===== src/rtl/lenet_pkg.sv =====
// rtl/lenet_pkg.sv - shared LeNet pixel types, tap indices and pooling constants
//
// Contents:
//   PIX_WIDTH_DEFAULT  default signed pixel width used by layer blocks
//   TAP_*              index of each 2x2 window tap in a per-filter tap vector
//   POOL_LAT           fixed latency of the 2x2 max-pool pipeline (cycles)
//   pix_t              signed pixel at the default width
package lenet_pkg;

    localparam int PIX_WIDTH_DEFAULT = 16;

    localparam int TAP_CUR    = 0;
    localparam int TAP_LEFT   = 1;
    localparam int TAP_UP     = 2;
    localparam int TAP_UPLEFT = 3;

    localparam int POOL_LAT = 2;

    typedef logic signed [PIX_WIDTH_DEFAULT-1:0] pix_t;

endpackage


===== src/rtl/max2_signed.sv =====
// rtl/max2_signed.sv - registered two-input signed max with optional negative clamp
//
// Ports:
//   clk  in   clock
//   rst  in   asynchronous active-high reset, clears q
//   en   in   load enable; q holds when low
//   a    in   signed operand
//   b    in   signed operand
//   q    out  registered max(a, b), or 0 when CLAMP_NEG and the max is negative
module max2_signed #(
    parameter int W         = 16,
    parameter bit CLAMP_NEG = 1'b0
) (
    input  logic                clk,
    input  logic                rst,
    input  logic                en,
    input  logic signed [W-1:0] a,
    input  logic signed [W-1:0] b,
    output logic signed [W-1:0] q
);

    logic signed [W-1:0] mx;
    logic signed [W-1:0] nxt;

    always_comb begin
        // On a tie either operand is the correct answer, so >= needs no special case.
        mx  = (a >= b) ? a : b;
        nxt = mx;
        if (CLAMP_NEG && mx[W-1]) begin
            nxt = '0;
        end
    end

    always_ff @(posedge clk or posedge rst) begin
        if (rst) begin
            q <= '0;
        end else if (en) begin
            q <= nxt;
        end
    end

endmodule


===== src/rtl/maxpool_2x2_stride2.sv =====
// rtl/maxpool_2x2_stride2.sv - 2x2 stride-2 signed max pooling over NUM_FILT feature maps
//
// Build option: define MAXPOOL_RELU_EN to clamp negative pooled results to 0.
//
// Ports:
//   mp_clk           in   clock
//   mp_rst           in   asynchronous active-high reset
//   mp_en_i          in   window valid; advances position counters and stage-1 capture
//   mp_win_i         in   per-filter taps [TAP_CUR, TAP_LEFT, TAP_UP, TAP_UPLEFT]
//   mp_out_o         out  pooled max per filter; holds its value when mp_valid_o is low
//   mp_valid_o       out  mp_out_o carries a stride-2 result this cycle
//   mp_frame_done_o  out  pulse with the last pooled output of a frame
module maxpool_2x2_stride2 import lenet_pkg::*; #(
    parameter int NUM_FILT  = 6,
    parameter int PIX_WIDTH = PIX_WIDTH_DEFAULT,
    parameter int IMG_COLS  = 28,
    parameter int IMG_ROWS  = 28
) (
    input  logic                                     mp_clk,
    input  logic                                     mp_rst,
    input  logic                                     mp_en_i,
    input  logic [NUM_FILT-1:0][3:0][PIX_WIDTH-1:0]  mp_win_i,
    output logic [NUM_FILT-1:0][PIX_WIDTH-1:0]       mp_out_o,
    output logic                                     mp_valid_o,
    output logic                                     mp_frame_done_o
);

    // The pipeline below is exactly two register stages deep.
    if (POOL_LAT != 2) begin : g_lat_check
        $error("maxpool_2x2_stride2 is built for a two-stage pipeline");
    end

`ifdef MAXPOOL_RELU_EN
    localparam bit RELU_CLAMP = 1'b1;
`else
    localparam bit RELU_CLAMP = 1'b0;
`endif

    localparam int CW = (IMG_COLS > 1) ? $clog2(IMG_COLS) : 1;
    localparam int RW = (IMG_ROWS > 1) ? $clog2(IMG_ROWS) : 1;

    localparam logic [CW-1:0] COL_LAST = CW'(IMG_COLS - 1);
    localparam logic [RW-1:0] ROW_LAST = RW'(IMG_ROWS - 1);

    // Last odd row/column: with odd dimensions the trailing row/column never
    // completes a window, so the frame ends on the last kept window instead.
    localparam logic [CW-1:0] COL_KEEP_LAST = CW'(IMG_COLS - 1 - (IMG_COLS % 2));
    localparam logic [RW-1:0] ROW_KEEP_LAST = RW'(IMG_ROWS - 1 - (IMG_ROWS % 2));

    logic [CW-1:0] col_cnt;
    logic [RW-1:0] row_cnt;
    logic          at_col_end;
    logic          at_row_end;
    logic          keep;
    logic          at_keep_last;

    logic          valid_s1;
    logic          keep_s1;
    logic          last_s1;
    logic          stage2_en;

    assign at_col_end   = (col_cnt == COL_LAST);
    assign at_row_end   = (row_cnt == ROW_LAST);
    // Odd row and odd column: the current tap closes a full 2x2 window.
    assign keep         = col_cnt[0] & row_cnt[0];
    assign at_keep_last = (col_cnt == COL_KEEP_LAST) && (row_cnt == ROW_KEEP_LAST);

    always_ff @(posedge mp_clk or posedge mp_rst) begin
        if (mp_rst) begin
            col_cnt <= '0;
            row_cnt <= '0;
        end else if (mp_en_i) begin
            if (at_col_end) begin
                col_cnt <= '0;
                row_cnt <= at_row_end ? '0 : row_cnt + 1'b1;
            end else begin
                col_cnt <= col_cnt + 1'b1;
            end
        end
    end

    // Stage-1 side-band. valid_s1 follows mp_en_i every cycle so a gap never
    // re-emits an old window; keep/last only load with a window.
    always_ff @(posedge mp_clk or posedge mp_rst) begin
        if (mp_rst) begin
            valid_s1 <= 1'b0;
            keep_s1  <= 1'b0;
            last_s1  <= 1'b0;
        end else begin
            valid_s1 <= mp_en_i;
            if (mp_en_i) begin
                keep_s1 <= keep;
                last_s1 <= at_keep_last;
            end
        end
    end

    // Stage 2 only loads on a kept window so mp_out_o holds between results.
    assign stage2_en = valid_s1 & keep_s1;

    always_ff @(posedge mp_clk or posedge mp_rst) begin
        if (mp_rst) begin
            mp_valid_o      <= 1'b0;
            mp_frame_done_o <= 1'b0;
        end else begin
            mp_valid_o      <= stage2_en;
            mp_frame_done_o <= stage2_en & last_s1;
        end
    end

    for (genvar f = 0; f < NUM_FILT; f++) begin : g_filt
        logic signed [PIX_WIDTH-1:0] m0;
        logic signed [PIX_WIDTH-1:0] m1;

        max2_signed #(
            .W         (PIX_WIDTH),
            .CLAMP_NEG (1'b0)
        ) u_max_row_cur (
            .clk (mp_clk),
            .rst (mp_rst),
            .en  (mp_en_i),
            .a   (mp_win_i[f][TAP_CUR]),
            .b   (mp_win_i[f][TAP_LEFT]),
            .q   (m0)
        );

        max2_signed #(
            .W         (PIX_WIDTH),
            .CLAMP_NEG (1'b0)
        ) u_max_row_up (
            .clk (mp_clk),
            .rst (mp_rst),
            .en  (mp_en_i),
            .a   (mp_win_i[f][TAP_UP]),
            .b   (mp_win_i[f][TAP_UPLEFT]),
            .q   (m1)
        );

        // Clamping in the final stage keeps the latency identical with or without ReLU.
        max2_signed #(
            .W         (PIX_WIDTH),
            .CLAMP_NEG (RELU_CLAMP)
        ) u_max_final (
            .clk (mp_clk),
            .rst (mp_rst),
            .en  (stage2_en),
            .a   (m0),
            .b   (m1),
            .q   (mp_out_o[f])
        );
    end

endmodule


===== config.mk =====
export PLATFORM = sky130hd
export DESIGN_NAME = maxpool_2x2_stride2
export DESIGN_NICKNAME = d
export VERILOG_FILES = /design/src/rtl/lenet_pkg.sv /design/src/rtl/max2_signed.sv /design/src/rtl/maxpool_2x2_stride2.sv
export SDC_FILE = /design/constraint.sdc
export NUM_CORES = 1
export LEC_CHECK = 0
export CAP_MARGIN = 20
export CORE_UTILIZATION = 45
export CTS_CLUSTER_SIZE = 40
export DETAILED_ROUTE_END_ITERATION = 6
export GPL_ROUTABILITY_DRIVEN = 0
export GPL_TIMING_DRIVEN = 0
export PLACE_DENSITY = 0.84
export SYNTH_ARGS = -nofsm -noshare
export SYNTH_HDL_FRONTEND = slang
export SYNTH_SLANG_ARGS = --single-unit

===== constraint.sdc =====
create_clock -name mp_clk -period 14 [get_ports mp_clk]
set_input_delay 2.8 -clock mp_clk [delete_from_list [all_inputs] [get_ports mp_clk]]
set_output_delay 2.8 -clock mp_clk [all_outputs]
set_load 0.005 [all_outputs]

Word-level counts from Yosys, hierarchy flattened. Index checks and enable logic that the tools add are counted.

Reduce and logical (&&, ||, !) cells: 2. Multiplexer cells: 20. Bitwise operators: 3. Equality and inequality tests: 2. Add/subtract/negate cells: 2. Magnitude comparators: 18.

Operators by type and width (number): >= comparator 16 bit (18); 2-to-1 mux 16 bit (18); adder 5 x 1 -> 5 bit, second input constant (2); equality test 5 bit, second input constant (2); 2-to-1 mux 5 bit (2); AND 1 bit (3); AND reduction 2 bit (1); logical AND 1 bit (1).

Input bits: 387. Flip-flop bits (word level): 303. Output and inout port bits: 98. Logic and storage cells: 72.

Longest topological paths before layout. Gate-level depths: netlist of the first run.

Word-level depth: 2. Depth in mapped cells: 11.

Cells and area by module. A second synthesis of the first run with hierarchy kept.

Cell total of the unflattened synthesis: 2492. Area, all modules: 23565.1 um^2.

By module, submodules not included: max2_signed (cells an instance 135, instances 18, area each 1271.2 um^2); maxpool_2x2_stride2 (cells an instance 62, instances 1, area each 683.2 um^2).

Worst setup path after synthesis of the first run. OpenSTA, ideal clock, no wires.

Kind: input -> register. Start point: input mp_win_i[223] in the netlist's numbering. End point: register g_filt[3].u_max_row_cur.q[0]. Buffers on the path: 1. Arrival: 4.805 ns. Setup slack: 9.059 ns. Stages: 10. Path through: inv_1 -> ha_1 -> nand4_1 -> nor3_1 -> a2111o_1 -> a21oi_2 -> mux2i_4 -> buf_6 -> mux2i_1 -> a21oi_1.

Longest elaborated chain between the ends: 2.

Ends and longest elaborated chain: from (decl) (line maxpool_2x2_stride2.sv:22) `input logic [NUM_FILT-1:0][3:0][PIX_WIDTH-1:0] mp_win_i,`; >= comparator 16 bit (line max2_signed.sv:27) `mx = (a >= b) ? a : b;`; 2-to-1 mux 16 bit (line max2_signed.sv:27); to (signal assigned) (line max2_signed.sv:38) `q <= nxt;`; to (decl) (line max2_signed.sv:19) `output logic signed [W-1:0] q`.

Every way passes these cells. A chain may end at the register's enable or synchronous reset.

Worst setup path after layout of the first run.
Start point: input mp_en_i. End point: register g_filt[4].u_max_row_cur.q[5].

RTL lines: from (decl) (line maxpool_2x2_stride2.sv:21) `input logic mp_en_i,`; to (signal assigned) (line max2_signed.sv:38); to (decl) (line max2_signed.sv:19).

No word-level cell between the ends.

==> results.md, run 1 <==
* Run status: completed
* Hold-fix buffers, CTS at 0
* Placed cells at 3668
* Max Root-Sink Buffers at 3
* Hold Path Sink: last_s1
* GR Util met3 at 5.684%
* Site row count at 81
* Fmax at 0.1749 GHz
* Period utilisation layout at 40.83%
* Synth Cell Area at 22380 sq um
* Critical Path Fanout Max at 10
* Congestion Overflow GR at 0
* HPWL after DPL at 59.59 mm
* Initial core utilization at 45.63%
* EDFF count, synth at 0
* Seq/Total Area, Yosys at 33.87%
* Worst hold stages at 1
* Critical Path RT at 14.38 ns
* Gr busiest metal: met2
* CP startpoint kind: primary input
* TritonCTS Buffers at 34
* H-tree Lvls at 2
* DRT Pass-1 Iters at 5
* Finish-stage setup viols at 0
* Routed wire length at 74.56 mm
* Non-Filler Instances at 3735
* Met2 Track Usage GR at 47.19%
* Fin crit period at 5.716 ns
* Port-buffer cells at 484
* Flip-flop and latch count after synthesis at 303
* Synthesis-to-finish area growth at 31.20%
* Worst Hold Launch: last_s1
* Routed vias at 21350
* Vias per cell at 5.716
* WL/cell at 19.96 microns
* Crit end category: flip-flop
* Type of the worst setup path: primary input to flip-flop
* Antenna violations before repair at 7
* Final ANT Viol Nets at 0
* CP startpoint: mp_en_i
* First-pass GRT wire length at 115.5 mm
* DP Worst Slack at 7.511 ns
* Share of layout cells above drive strength 1 at 4.471%
* Pwr dens at 130.2 nW/um^2
* Syn Nets at 3194
* Num Clock Sinks at 303
* Clk_skew at 0.01645 ns
* Core Area at 49050 sq um
* CTS Root Cell: clkbuf_16
* I/O pin total at 485
* Final hold violation count at 0
* Initial drt markers at 1657
* P_leak at 0.01373 uW
* Synth Warn # at 0
* Mapped Cells at 2517
* Max Slew Vio Count at 0
* Data arrival, critical path at 6.09 ns
* Max IR drop VDD at 0.09845 mV
* Ys async rst share at 100.0%
* Worst reg2reg endpoint: g_filt[5].u_max_final.q[1]
* Power Total at 3823 uW
* Predominant post-synthesis flop cell: dfrtp_1
* Met1 usage at 37.77%
* Finished Cell Area at 29370 sq um
* Cts repair resizes at 0
* R2R setup slack at 11.04 ns
* Clock-pin slew on the worst setup and hold paths at 0.06 ns
* Die area at 50640 sq um
* Clock Latency Late Sink at 0.55 ns
* Distinct cells, synth at 65
* Die Ht at 225.0 microns
* Dpl cell area at 28150 sq um
* Max-Cap Viols at 0
* Chip width at 225.0 microns
* Post-CTS Setup Bufs at 0
* Hold Path Class: flip-flop to flip-flop
* Worst reg2reg startpoint: g_filt[5].u_max_row_cur.q[15]
* Total track usage at 29.20%
* Max-slew headroom at 32.73%
* Worst Tran Pin Value at 1.009 ns
* Final setup margin at 8.284 ns
* Reg2Reg Depth at 8
* RSZ-0062 raised after global routing: no
* Mean Syn Cell Area at 8.893 sq um
* Remaining DRCs at 0
* Vias in the first global route at 21390
* Largest net degree at the start of global routing at 96
* Final #Nets at 3717
* CTS tree: yes
==> critical path, cell delays in order <==
cell and delay (ns):
clkdlybuf4s50_1 0.66, clkbuf_1 0.50, clkbuf_1 0.62, clkbuf_1 0.65
clkbuf_1 0.71, a21oi_1 0.13
==> synth_stat cells (all sizes together) (2+ instances only) <==
| cell | instances | share of area [%] |
|---|---|---|
| inv | 306 | 5.1 |
| dfrtp | 303 | 34 |
| a21oi | 296 | 6.6 |
| ha | 290 | 16 |
| nor2 | 229 | 3.8 |
| mux2i | 213 | 10 |
| nand2 | 188 | 3.2 |
| clkbuf | 93 | 1.6 |
| nand3 | 92 | 2.1 |
| o21ai | 75 | 1.7 |
| o221ai | 48 | 1.9 |
| nand4 | 47 | 1.4 |
| o22ai | 33 | 0.92 |
| a21o | 32 | 1.1 |
| a211oi | 29 | 0.99 |
| buf | 27 | 1.0 |
| nor3 | 24 | 0.56 |
| mux2 | 21 | 1.1 |
| a211o | 17 | 0.67 |
| a311oi | 16 | 0.63 |
| nor2b | 16 | 0.45 |
| o221a | 16 | 0.80 |
| a2111oi | 15 | 0.93 |
| nor4 | 11 | 0.45 |
| o21a | 11 | 0.37 |
| and2 | 7 | 0.20 |
| and3 | 7 | 0.20 |
| o211ai | 7 | 0.23 |
| o2bb2ai | 7 | 0.27 |
| o211a | 6 | 0.27 |
| a21boi | 5 | 0.23 |
| nand2b | 5 | 0.14 |
| a221o | 3 | 0.13 |
| and4 | 3 | 0.12 |
| xor2 | 3 | 0.12 |
| a2111o | 2 | 0.10 |
| o21bai | 2 | 0.067 |
| o41ai | 2 | 0.078 |
| xnor2 | 2 | 0.078 |
==> cell families (layout without fill, tap and decap cells) <==
family	after synthesis	in the layout	share of synthesized area, %
and+or+nand+nor	634	634	12.82
AOI/OAI and AO/OA	625	625	18.13
DFF	303	303	33.87
buffers and inverters	426	973	7.691
muxes	234	234	11.08
other	0	7	0
xor gates and xnor gates	5	5	0.1957
adders and majority gates	290	290	16.21
==> per-stage QoR <==
| step | util, % | TNS, ns | hold WS (ns) |
|---|---|---|---|
| detailed placement | 57.39 | 0 | 0.4619 |
| global route | 59.87 | 0 | 0.5000 |
| CTS | 59.83 | 0 | 0.4753 |
| floorplan | - | 0 | 0.4467 |
| finish | 59.87 | 0 | 0.4720 |
| global placement | 57.20 | -270.26 | 0.4638 |
==> layout make-up <==
type / instances / area [sq um]
flip-flops and latches: 303 / 7582
clock buffers: 49 / 1031
diodes: 7 / 17.52
multi-input cells: 1788 / 13080
fillers: 4189 / 19690
plain buffers: 120 / 573.1
repair buffers: 487 / 4927
well taps: 664 / 830.8
clock inverters: 11 / 168.9
inverters: 306 / 1156
==> registers in the layout, summed over array words and instances, names as in the netlist <==
signal                  flops
col_cnt                     5
g_filt.u_max_final.q       96
g_filt.u_max_row_cur.q     96
g_filt.u_max_row_up.q      96
keep_s1                     1
last_s1                     1
mp_frame_done_o             1
mp_valid_o                  1
row_cnt                     5
valid_s1                    1
==> power breakdown <==
group | internal [uW] | leakage, uW | switching (uW)
registers | 1110 | 0.00353 | 179
clock network | 588 | 0.000588 | 379
logic | 780 | 0.00962 | 789
total | 2480 | 0.0137 | 1350
==> worst max-delay path by stage <==
stage	endpoint	slack [ns]	depth (start not counted)
global placement	g_filt[1].u_max_final.q[6]	-0.93	2
floorplan	col_cnt[0]	2.83	1
finish	g_filt[4].u_max_row_cur.q[5]	8.28	6
CTS	g_filt[0].u_max_row_cur.q[15]	8.08	6
detailed placement	g_filt[4].u_max_row_cur.q[6]	7.51	6
global route	g_filt[4].u_max_row_cur.q[4]	7.94	6
==> layout by cell type, fill, tap and decap left out, types with 7 or more instances in the layout <==
master	Yosys	final
o21a_1	11	11
mux2i_4	9	9
a21o_1	32	32
ha_1	290	290
diode_2	0	7
nand3_1	92	92
o21ai_1	40	40
a311oi_1	16	16
nand4_1	45	45
mux2_1	12	12
clkbuf_1	93	99
nand2_1	188	188
o221ai_1	48	48
nor2_1	229	229
clkdlybuf4s50_1	0	484
o21ai_0	34	34
nor2b_1	16	16
clkbuf_16	0	37
mux2i_1	204	204
o2bb2ai_1	7	7
o221a_2	16	16
o22ai_1	33	33
mux2_2	9	9
o211ai_1	7	7
buf_2	9	9
a21oi_1	295	295
inv_1	305	304
dfrtp_1	303	303
a211o_1	17	17
a211oi_1	28	28
a2111oi_0	10	10
nor3_1	23	23
and3_1	7	7
and2_1	7	7
==> layer usage <==
metal / part of all wire [%] / vias to the layer above
met5: 0 / -
met4: 4.7 / 0
met3: 6.4 / 175
met2: 46 / 834
met1: 43 / 10320
li1: - / 10020
(Power assumes the default switching activity.)
==> run 2: changes to the inputs <==
- PLACE_DENSITY: 0.84 -> 0.87
- clock period: 14 -> 5.1 ns (I/O delays scaled with it)
==> results.md, run 2 (synthesis results as in run 1) <==
* Vias in the first global route at 21620
* Clk_skew at 0.01856 ns
* Post-CTS Setup Bufs at 0
* CTS Root Cell: clkbuf_16
* Filler cells at 4103
* Cts repair resizes at 0
* Hold Path Class: flip-flop to flip-flop
* Critical Path Fanout Max at 10
* Num Clock Sinks at 303
* Finish-stage setup viols at 0
* Vias per cell at 5.796
* RSZ-0062 raised after global routing: no
* Max IR drop VDD at 0.2384 mV
* Hold-fix buffers, CTS at 0
* Type of the worst setup path: primary input to flip-flop
* Final #Nets at 3724
* Pwr dens at 355.0 nW/um^2
* Most common cell after layout, fill and taps aside: clkdlybuf4s50_1
* First-pass GRT wire length at 116.8 mm
* Share of layout cells above drive strength 1 at 4.719%
* Total track usage at 29.45%
* Antenna violations before repair at 7
* Clock Latency Late Sink at 0.55 ns
* Die area at 50640 sq um
* H-tree Lvls at 2
* P_leak at 0.01375 uW
* Fmax at 0.2391 GHz
* Port-buffer cells at 484
* Max-Cap Viols at 0
* Max Slew Vio Count at 0
* Run status: completed
* Final ANT Viol Nets at 0
* Final hold violation count at 0
* Congestion Overflow GR at 0
* Site row count at 81
* Chip width at 225.0 microns
* DRT Pass-1 Iters at 5
* CTS tree: yes
* Initial core utilization at 45.63%
* I/O pin total at 485
* Clock-pin slew on the worst setup and hold paths at 0.06 ns
* Data arrival, critical path at 4.55 ns
* Max-slew headroom at 35.00%
* Initial drt markers at 1780
* CP startpoint kind: primary input
* Period utilisation layout at 82.02%
* Min Hold Slack at 0.4825 ns
* Largest net degree at the start of global routing at 43
* Synthesis-to-finish area growth at 31.30%
* Critical Path RT at 5.47 ns
* Routed vias at 21700
* Crit end category: flip-flop
* Core Area at 49050 sq um
* WL/cell at 20.30 microns
* Fin crit period at 4.183 ns
* Remaining DRCs at 0
* Biggest regs: g_filt.u_max_final.q (96), g_filt.u_max_row_cur.q (96), g_filt.u_max_row_up.q (96)
* Commonest non-fill, non-tap cells in the layout: clkdlybuf4s50_1, inv_1, dfrtp_1
* Routed wire length at 75.98 mm
* HPWL after DPL at 60.29 mm
* Setup TNS at 0 ns
* TritonCTS Buffers at 36
* Die Ht at 225.0 microns
* Max Root-Sink Buffers at 3
* Worst Tran Pin Value at 0.9749 ns
## run 2: cell types whose count changed in the layout (fill, tap and decap cells not counted), moves of 3 or more
cell and delta:
bufinv_16 -3, clkinv_2 +5, buf_16 -3, buf_12 +8
## run 2: final cells by class
cell class	instances	area (sq um)	share of cell area, %
Buffer	120	573.1	1.950
Antenna cell	6	15.01	0.05109
Inverter	306	1152	3.921
Timing Repair Buffer	492	5005	17.03
Multi-Input combinational cell	1788	13080	44.50
Tap cell	664	830.8	2.827
Sequential cell	303	7582	25.80
Clock inverter	13	103.9	0.3533
Clock buffer	51	1049	3.567
## run 2: worst paths after layout
check	slack, ns	startpoint	depth (start not counted)	end
setup reg to reg	2.15	g_filt[5].u_max_row_cur.q[1]	8	g_filt[5].u_max_final.q[10]
min in group asynchronous	1.00	mp_rst	2	g_filt[5].u_max_row_up.q[11]
hold reg to reg	0.48	g_filt[3].u_max_final.q[4]	2	g_filt[3].u_max_final.q[4]
hold / removal	0.48	g_filt[3].u_max_final.q[4]	2	g_filt[3].u_max_final.q[4]
max in group asynchronous	2.67	mp_rst	6	g_filt[1].u_max_row_cur.q[8]
setup / recovery	0.92	mp_en_i	6	g_filt[5].u_max_row_cur.q[10]
## run 2: per-layer routing
layer | vias to the layer above | share of wire, % | track usage, %
li1 | 10030 | - | -
met2 | 999 | 46 | 48.21
met3 | 217 | 7.4 | 5.020
met5 | - | 0.058 | 0
met4 | 6 | 5.1 | 14.59
met1 | 10450 | 41 | 37.53
## run 2: critical path, stage by stage
cell             delay [ns]
clkdlybuf4s50_1        0.74
clkbuf_1               0.52
clkbuf_1               0.68
clkbuf_1               0.77
clkbuf_1               0.61
a21oi_1                0.19
## run 2: per-stage QoR
step	util [%]	worst slack, ns	cell area (sq um)	total power [uW]	std cells
CTS	59.89	0.9844	29380	10420	3737
global route	59.91	0.8251	29390	11000	3741
detailed placement	57.54	0.4338	28220	7838	3673
floorplan	-	0.05098	22390	5780	2517
global placement	57.21	-2.159	28060	7675	3665
finish	59.92	0.9169	29390	10430	3743
## run 2: where the power goes
| group | internal [uW] | switching [uW] |
|---|---|---|
| registers | 3040 | 507 |
| clock network | 1490 | 1050 |
| logic | 2150 | 2200 |
